File: src/rtl/hb_mac_sched_pkg.sv
// Shared definitions for the halfband MAC scheduler.
// Contents: FSM state type and helpers deriving the filter length (L) and
// the center-tap offset (C) from the number of symmetric tap pairs.
package hb_mac_sched_pkg;

  typedef enum logic [2:0] {
    S_IDLE,
    S_CLEAR,
    S_RUN,
    S_DRAIN,
    S_CAPT,
    S_STRB
  } state_t;

  function automatic int unsigned filt_len(input int unsigned ntaps);
    return 4 * ntaps - 1;
  endfunction

  function automatic int unsigned center_off(input int unsigned ntaps);
    return 2 * ntaps - 1;
  endfunction

endpackage

File: src/rtl/hb_mac_sched_tap_addr.sv
// hb_tap_addr: combinational tap/coefficient address generator.
// Ports:
//   active     in  - current cycle is a RUN address cycle (outputs are 0 otherwise)
//   base       in  - ring address of the newest sample of the computation
//   k          in  - tap-pair index 0..NTAPS (NTAPS selects the center tap)
//   rd_addr_a  out - leading tap address, base-2k (center: base-C)
//   rd_addr_b  out - trailing tap address, base-(L-1)+2k (center: 0)
//   center_tap out - center-tap cycle
//   coeff_addr out - coefficient index k
module hb_tap_addr
  import hb_mac_sched_pkg::*;
#(
  parameter int unsigned NTAPS  = 4,
  parameter int unsigned ADDR_W = 5,
  parameter int unsigned CNT_W  = 3
) (
  input  logic              active,
  input  logic [ADDR_W-1:0] base,
  input  logic [CNT_W-1:0]  k,
  output logic [ADDR_W-1:0] rd_addr_a,
  output logic [ADDR_W-1:0] rd_addr_b,
  output logic              center_tap,
  output logic [ADDR_W-1:0] coeff_addr
);

  localparam int unsigned L = filt_len(NTAPS);
  localparam int unsigned C = center_off(NTAPS);

  logic [ADDR_W-1:0] k2;

  // All arithmetic wraps mod 2**ADDR_W, matching the sample ring.
  assign k2 = ADDR_W'({k, 1'b0});

  always_comb begin
    rd_addr_a  = '0;
    rd_addr_b  = '0;
    center_tap = 1'b0;
    coeff_addr = '0;
    if (active) begin
      if (k == CNT_W'(NTAPS)) begin
        rd_addr_a  = base - ADDR_W'(C);
        center_tap = 1'b1;
        coeff_addr = ADDR_W'(NTAPS);
      end else begin
        rd_addr_a  = base - k2;
        rd_addr_b  = base - ADDR_W'(L - 1) + k2;
        coeff_addr = ADDR_W'(k);
      end
    end
  end

endmodule

File: src/rtl/hb_mac_sched.sv
// hb_mac_sched: sequencer sharing one halfband MAC between I and Q of a
// decimate-by-2 halfband filter.
// Ports:
//   clock, reset (async, active-low)
//   strobe_in          - new I/Q pair written at wr_addr this cycle
//   cfg_write/cfg_shift- load a pending MAC shift; also clears overrun
//   wr_addr            - ring write pointer
//   rd_addr_a/b, center_tap, coeff_addr, chan_sel - tap read addressing
//   mac_enable (operand-aligned), mac_clear, mac_shift - MAC control
//   capture_i/q, strobe_out - result-valid strobes
//   busy, overrun      - status
module hb_mac_sched
  import hb_mac_sched_pkg::*;
#(
  parameter int unsigned NTAPS     = 4,
  parameter int unsigned ADDR_W    = 5,
  parameter int unsigned RD_LAT    = 1,
  parameter int unsigned SHIFT_RST = 8
) (
  input  logic              clock,
  input  logic              reset,
  input  logic              strobe_in,
  input  logic              cfg_write,
  input  logic [7:0]        cfg_shift,
  output logic [ADDR_W-1:0] wr_addr,
  output logic [ADDR_W-1:0] rd_addr_a,
  output logic [ADDR_W-1:0] rd_addr_b,
  output logic              center_tap,
  output logic [ADDR_W-1:0] coeff_addr,
  output logic              chan_sel,
  output logic              mac_enable,
  output logic              mac_clear,
  output logic [7:0]        mac_shift,
  output logic              capture_i,
  output logic              capture_q,
  output logic              strobe_out,
  output logic              busy,
  output logic              overrun
);

  localparam int unsigned L     = filt_len(NTAPS);
  localparam int unsigned CNT_W = $clog2(NTAPS + RD_LAT + 2);

  if ((2 ** ADDR_W) < (L + 2)) begin : g_addr_check
    $error("hb_mac_sched: ADDR_W too small for the filter length");
  end

  state_t             state, next_state;
  logic [ADDR_W-1:0]  wr_ptr, base;
  logic               phase, chan, trig, run;
  logic [CNT_W-1:0]   cnt;
  logic [7:0]         pending_shift;
  logic [RD_LAT-1:0]  en_pipe;

  assign trig       = strobe_in & phase;
  assign busy       = (state != S_IDLE);
  assign wr_addr    = wr_ptr;
  assign chan_sel   = chan;
  assign mac_enable = en_pipe[RD_LAT-1];

  hb_tap_addr #(
    .NTAPS (NTAPS),
    .ADDR_W(ADDR_W),
    .CNT_W (CNT_W)
  ) u_tap_addr (
    .active    (run),
    .base      (base),
    .k         (cnt),
    .rd_addr_a (rd_addr_a),
    .rd_addr_b (rd_addr_b),
    .center_tap(center_tap),
    .coeff_addr(coeff_addr)
  );

  always_comb begin
    next_state = state;
    mac_clear  = 1'b0;
    capture_i  = 1'b0;
    capture_q  = 1'b0;
    strobe_out = 1'b0;
    run        = 1'b0;
    case (state)
      S_IDLE:  if (trig) next_state = S_CLEAR;
      S_CLEAR: begin
        mac_clear  = 1'b1;
        next_state = S_RUN;
      end
      S_RUN: begin
        run = 1'b1;
        if (cnt == CNT_W'(NTAPS)) next_state = S_DRAIN;
      end
      // RD_LAT+1 cycles: operand latency plus the MAC product register.
      S_DRAIN: if (cnt == CNT_W'(RD_LAT)) next_state = S_CAPT;
      S_CAPT: begin
        capture_i  = ~chan;
        capture_q  = chan;
        next_state = chan ? S_STRB : S_CLEAR;
      end
      S_STRB: begin
        strobe_out = 1'b1;
        next_state = S_IDLE;
      end
      default: next_state = S_IDLE;
    endcase
  end

  always_ff @(posedge clock or negedge reset) begin
    if (!reset) begin
      state         <= S_IDLE;
      cnt           <= '0;
      chan          <= 1'b0;
      base          <= '0;
      wr_ptr        <= '0;
      phase         <= 1'b0;
      overrun       <= 1'b0;
      pending_shift <= 8'(SHIFT_RST);
      mac_shift     <= 8'(SHIFT_RST);
      en_pipe       <= '0;
    end else begin
      state <= next_state;

      if (next_state != state)
        cnt <= '0;
      else if (state == S_RUN || state == S_DRAIN)
        cnt <= cnt + 1'b1;

      if (state == S_CAPT) chan <= ~chan;

      if (state == S_IDLE && trig) base <= wr_ptr;

      if (strobe_in) begin
        wr_ptr <= wr_ptr + 1'b1;
        phase  <= ~phase;
      end

      if (trig && busy)
        overrun <= 1'b1;
      else if (cfg_write)
        overrun <= 1'b0;

      if (cfg_write) pending_shift <= cfg_shift;

      // Shift updates only on edges that land in IDLE, so it is stable
      // across an entire computation; a same-cycle write bypasses pending.
      if (next_state == S_IDLE)
        mac_shift <= cfg_write ? cfg_shift : pending_shift;

      en_pipe[0] <= run;
      for (int unsigned i = 1; i < RD_LAT; i++)
        en_pipe[i] <= en_pipe[i-1];
    end
  end

endmodule
File: config.mk
export PLATFORM = sky130hd
export DESIGN_NAME = hb_mac_sched
export DESIGN_NICKNAME = d
export VERILOG_FILES = /design/src/rtl/hb_mac_sched_pkg.sv /design/src/rtl/hb_mac_sched_tap_addr.sv /design/src/rtl/hb_mac_sched.sv
export SDC_FILE = /design/constraint.sdc
export NUM_CORES = 1
export LEC_CHECK = 0
export ABC_AREA = 1
export CAP_MARGIN = 0
export CORE_MARGIN = 2
export CORE_UTILIZATION = 53
export CTS_BUF_LIST = sky130_fd_sc_hd__clkbuf_16
export CTS_CLUSTER_SIZE = 30
export DETAILED_ROUTE_END_ITERATION = 16
export PLACE_DENSITY = 0.95
export SLEW_MARGIN = 20
export SYNTH_ARGS = -nofsm -noshare
export SYNTH_HDL_FRONTEND = slang
export SYNTH_SLANG_ARGS = --single-unit
File: constraint.sdc
create_clock -name clock -period 6.5 [get_ports clock]
set_clock_uncertainty 0.2 [all_clocks]
set_input_delay 0.975 -clock clock [delete_from_list [all_inputs] [get_ports clock]]
set_output_delay 0.975 -clock clock [all_outputs]
set_load 0.02 [all_outputs]
==> results.md <==
* Post-CTS resize count at 0
* Filler cell count at 285
* Gr usage total at 22.4%
* Max_cap viols at 0
* FF/Latch Area at 903 µm²
* Multi-input logic area at 936 µm²
* Number of primary I/O pins at 49
* CP max stage cell: clkdlybuf4s50_1
* CTS H-tree depth at 2
* Die Y at 65.1 µm
* CP startpoint: cnt[1]
* Initial antenna violation count at 0
* Placed cell area at 0.00247 mm²
* Post-route minimum period at 3860 ps
* Synth top cells by count: nand2_1, dfrtp_1, inv_1, nor2_1, nand3_1
* Gp weighted congestion at 0.890
* Starting DRT DRC Count at 27
* Worst hold endpoint: mac_shift[3]
* Routed WL at 4020 µm
* DR vias/cell at 4.99
* Clock Root Buffer: clkbuf_16
* CTS Buf Count at 5
* CTS Hold Bufs at 0
* CTS Buffer Depth at 2
* F_max at 0.259 GHz
* Clock Sinks at 36
* Die Width at 65.1 µm
* Vias in the first global route at 1575
* Most used cell, CP: inv_1
* Starting Density at 54.5%
* Pleak at 1.24 nW
* Yosys top cell by area: dfrtp_1
* Hold Crit Start: mac_shift[3]
* Critical R2R Launch: cnt[1]
* Mapped cell area at 0.00198 mm²
* Primary FF master, synth: dfrtp_1
* Nets at 287
* Largest net degree at the start of global routing at 37
* Syn Area/Cell at 9.43 µm²
* Num rows at 22
* Port bufs at 46
* Sequential share of the synthesized area at 45.6%
* Hold WC Path Type: flip-flop to flip-flop
* Area of the die at 0.00424 mm²
* Clk Latency, worst-skew pair at 280 ps
* Final Cycle Share at 59.3%
* FFs w/ async S/R, synth at 100%
* Number of flops mapped to enable cells by yosys at 0
* Yosys cell types at 32
* Crit-path max FO at 5
* Dpl hpwl at 3070 µm
* Status: complete, no violations
* # diodes at 0
* P per Cell Area at 510 mW/mm²
* Max rail drop VDD at 0.267 mV
* R2R Path End: mac_shift[4]
* Design area at 0.00261 mm²
* CP peak stage delay at 620 ps
* Fraction of layout cells with a size suffix above 1 at 14.2%
* 1st-pass router iterations at 4
* Post-route ant nets at 0
* RSZ-0062 raised after global routing: false
* CTS tree: done
* Vias post-DR at 1543
* Syn-to-layout area delta at 31.9%
* Core ar. at 0.00363 mm²
* Largest cells by area after synthesis: dfrtp_1, ha_1, nand2_1, mux2_2, inv_1
* CP startpoint kind: flip-flop
* Hold depth at 2
* Setup_tns at 0 ps
* Synth Warn # at 0
* Area share of the largest cell type after synthesis at 43.0%
* Global-route wire length before repair at 7180 µm
* Final setup fails at 0
* Reg2reg path depth at 9
* Synth Register Bits at 36
* Post-route DRC at 0
* Congestion Overflow GR at 0
* Synth Instances at 210
* Final hold viol count at 0
* Clock Pin Slew Worst Setup and Hold Paths at 50 ps
* Fin. max-slew vios at 0
* Cell with the most instances after synthesis: nand2_1
* Reg2reg setup slack at 4560 ps
* CP cell instances: inv_1 > ha_1 > inv_1 > ha_1 > inv_1 > fa_1 > xor2_1 > nor3_1 > clkdlybuf4s50_1
* Critical Path AT at 2680 ps
* Critical path class: flip-flop to output port
* Critical path capture point type: output port
* Detailed-route wire length per cell at 13.0 µm
* Setup bufs post-CTS at 0
* Required @ worst endpoint at 5320 ps
## cells in the final DEF (no fill, tap or decap)
cell type,count
clkdlybuf4s50_1,46
nand2_1,41
dfrtp_1,34
inv_1,21
nor2_1,21
nand3_1,14
ha_1,13
mux2_2,9
xor2_1,8
o21ai_0,7
inv_2,5
clkbuf_16,5
xnor2_1,4
nand4_1,3
nor2_2,2
nand2_4,2
nand3_2,2
o22ai_1,2
a21oi_1,2
nor3_1,2
fa_1,2
conb_1,2
clkinv_2,2
dfstp_2,2
nand3_4,1
nor3_2,1
nand2_2,1
o22ai_2,1
nand3b_2,1
a31oi_1,1
nor2_4,1
clkinv_4,1
clkinv_1,1
buf_4,1
## where the power goes
part           internal [mW]  switching [mW]  leakage [nW]  total, mW
registers              0.308          0.0816         0.440      0.390
clock network          0.139          0.0851        0.0710      0.224
logic                  0.315           0.403         0.732      0.718
total                  0.762           0.569          1.24       1.33
## how the worst max path moves through the flow
stage | slack (ps) | endpoint | depth (start not counted)
after floorplan | 3330 | rd_addr_b[4] | 8
after global placement | 3000 | rd_addr_b[4] | 9
after detailed placement | 2930 | rd_addr_b[4] | 9
after CTS | 2630 | rd_addr_b[4] | 9
after global routing | 2480 | rd_addr_b[4] | 9
final | 2640 | rd_addr_b[4] | 9
## per-layer routing
| metal | up-vias | part of all wire, % | track usage, % |
|---|---|---|---|
| met4 | 0 | 1.8 | 8.59 |
| met2 | 50 | 49 | 37.5 |
| met5 | - | 0 | 0 |
| met1 | 720 | 43 | 27.7 |
| li1 | 768 | - | - |
| met3 | 5 | 5.7 | 6.16 |
## sequential cells by signal, summed over array words and instances (netlist names)
| register | flops |
|---|---|
| base | 5 |
| chan_sel | 1 |
| cnt | 3 |
| mac_enable | 1 |
| mac_shift | 8 |
| overrun | 1 |
| pending_shift | 8 |
| phase | 1 |
| state | 3 |
| wr_addr | 5 |
## cell type report
class,instances,area share [%]
clock buffer,5,4.79
clock inverter,3,0.527
inverter,27,4.07
multi-input combinational,143,35.8
sequential,36,34.6
tap,48,2.30
timing repair buffer,47,17.9
## per-stage QoR
| stage | hold slack [ps] | power, mW | cells | setup WS [ps] | utilization [%] |
|---|---|---|---|---|---|
| after floorplan | 272 | 0.832 | 211 | 3330 | - |
| after global placement | 254 | 1.09 | 301 | 3000 | 68.1 |
| after detailed placement | 263 | 1.11 | 301 | 2930 | 68.1 |
| after CTS | 278 | 1.34 | 309 | 2630 | 71.9 |
| after global routing | 299 | 1.44 | 309 | 2480 | 71.9 |
| final | 273 | 1.33 | 309 | 2640 | 71.9 |
## logic make-up after synthesis
group	share of synthesized area, %
simple gates	22.4
flops	45.6
buf+inv	7.33
fa+ha+maj	10.2
compound gates	3.85
xor+xnor	5.31
mux	5.12
other cells	0.189
## critical path: cells and delay by family, from the launching register on
family	cells	cell delay, ps
buffers and inverters	4	880
adder cells (fa/ha/maj)	3	810
XOR/XNOR	1	170
AND/OR/NAND/NOR	1	130
flip-flops	1	420
Note: power is estimated with default switching activity, not from simulation.
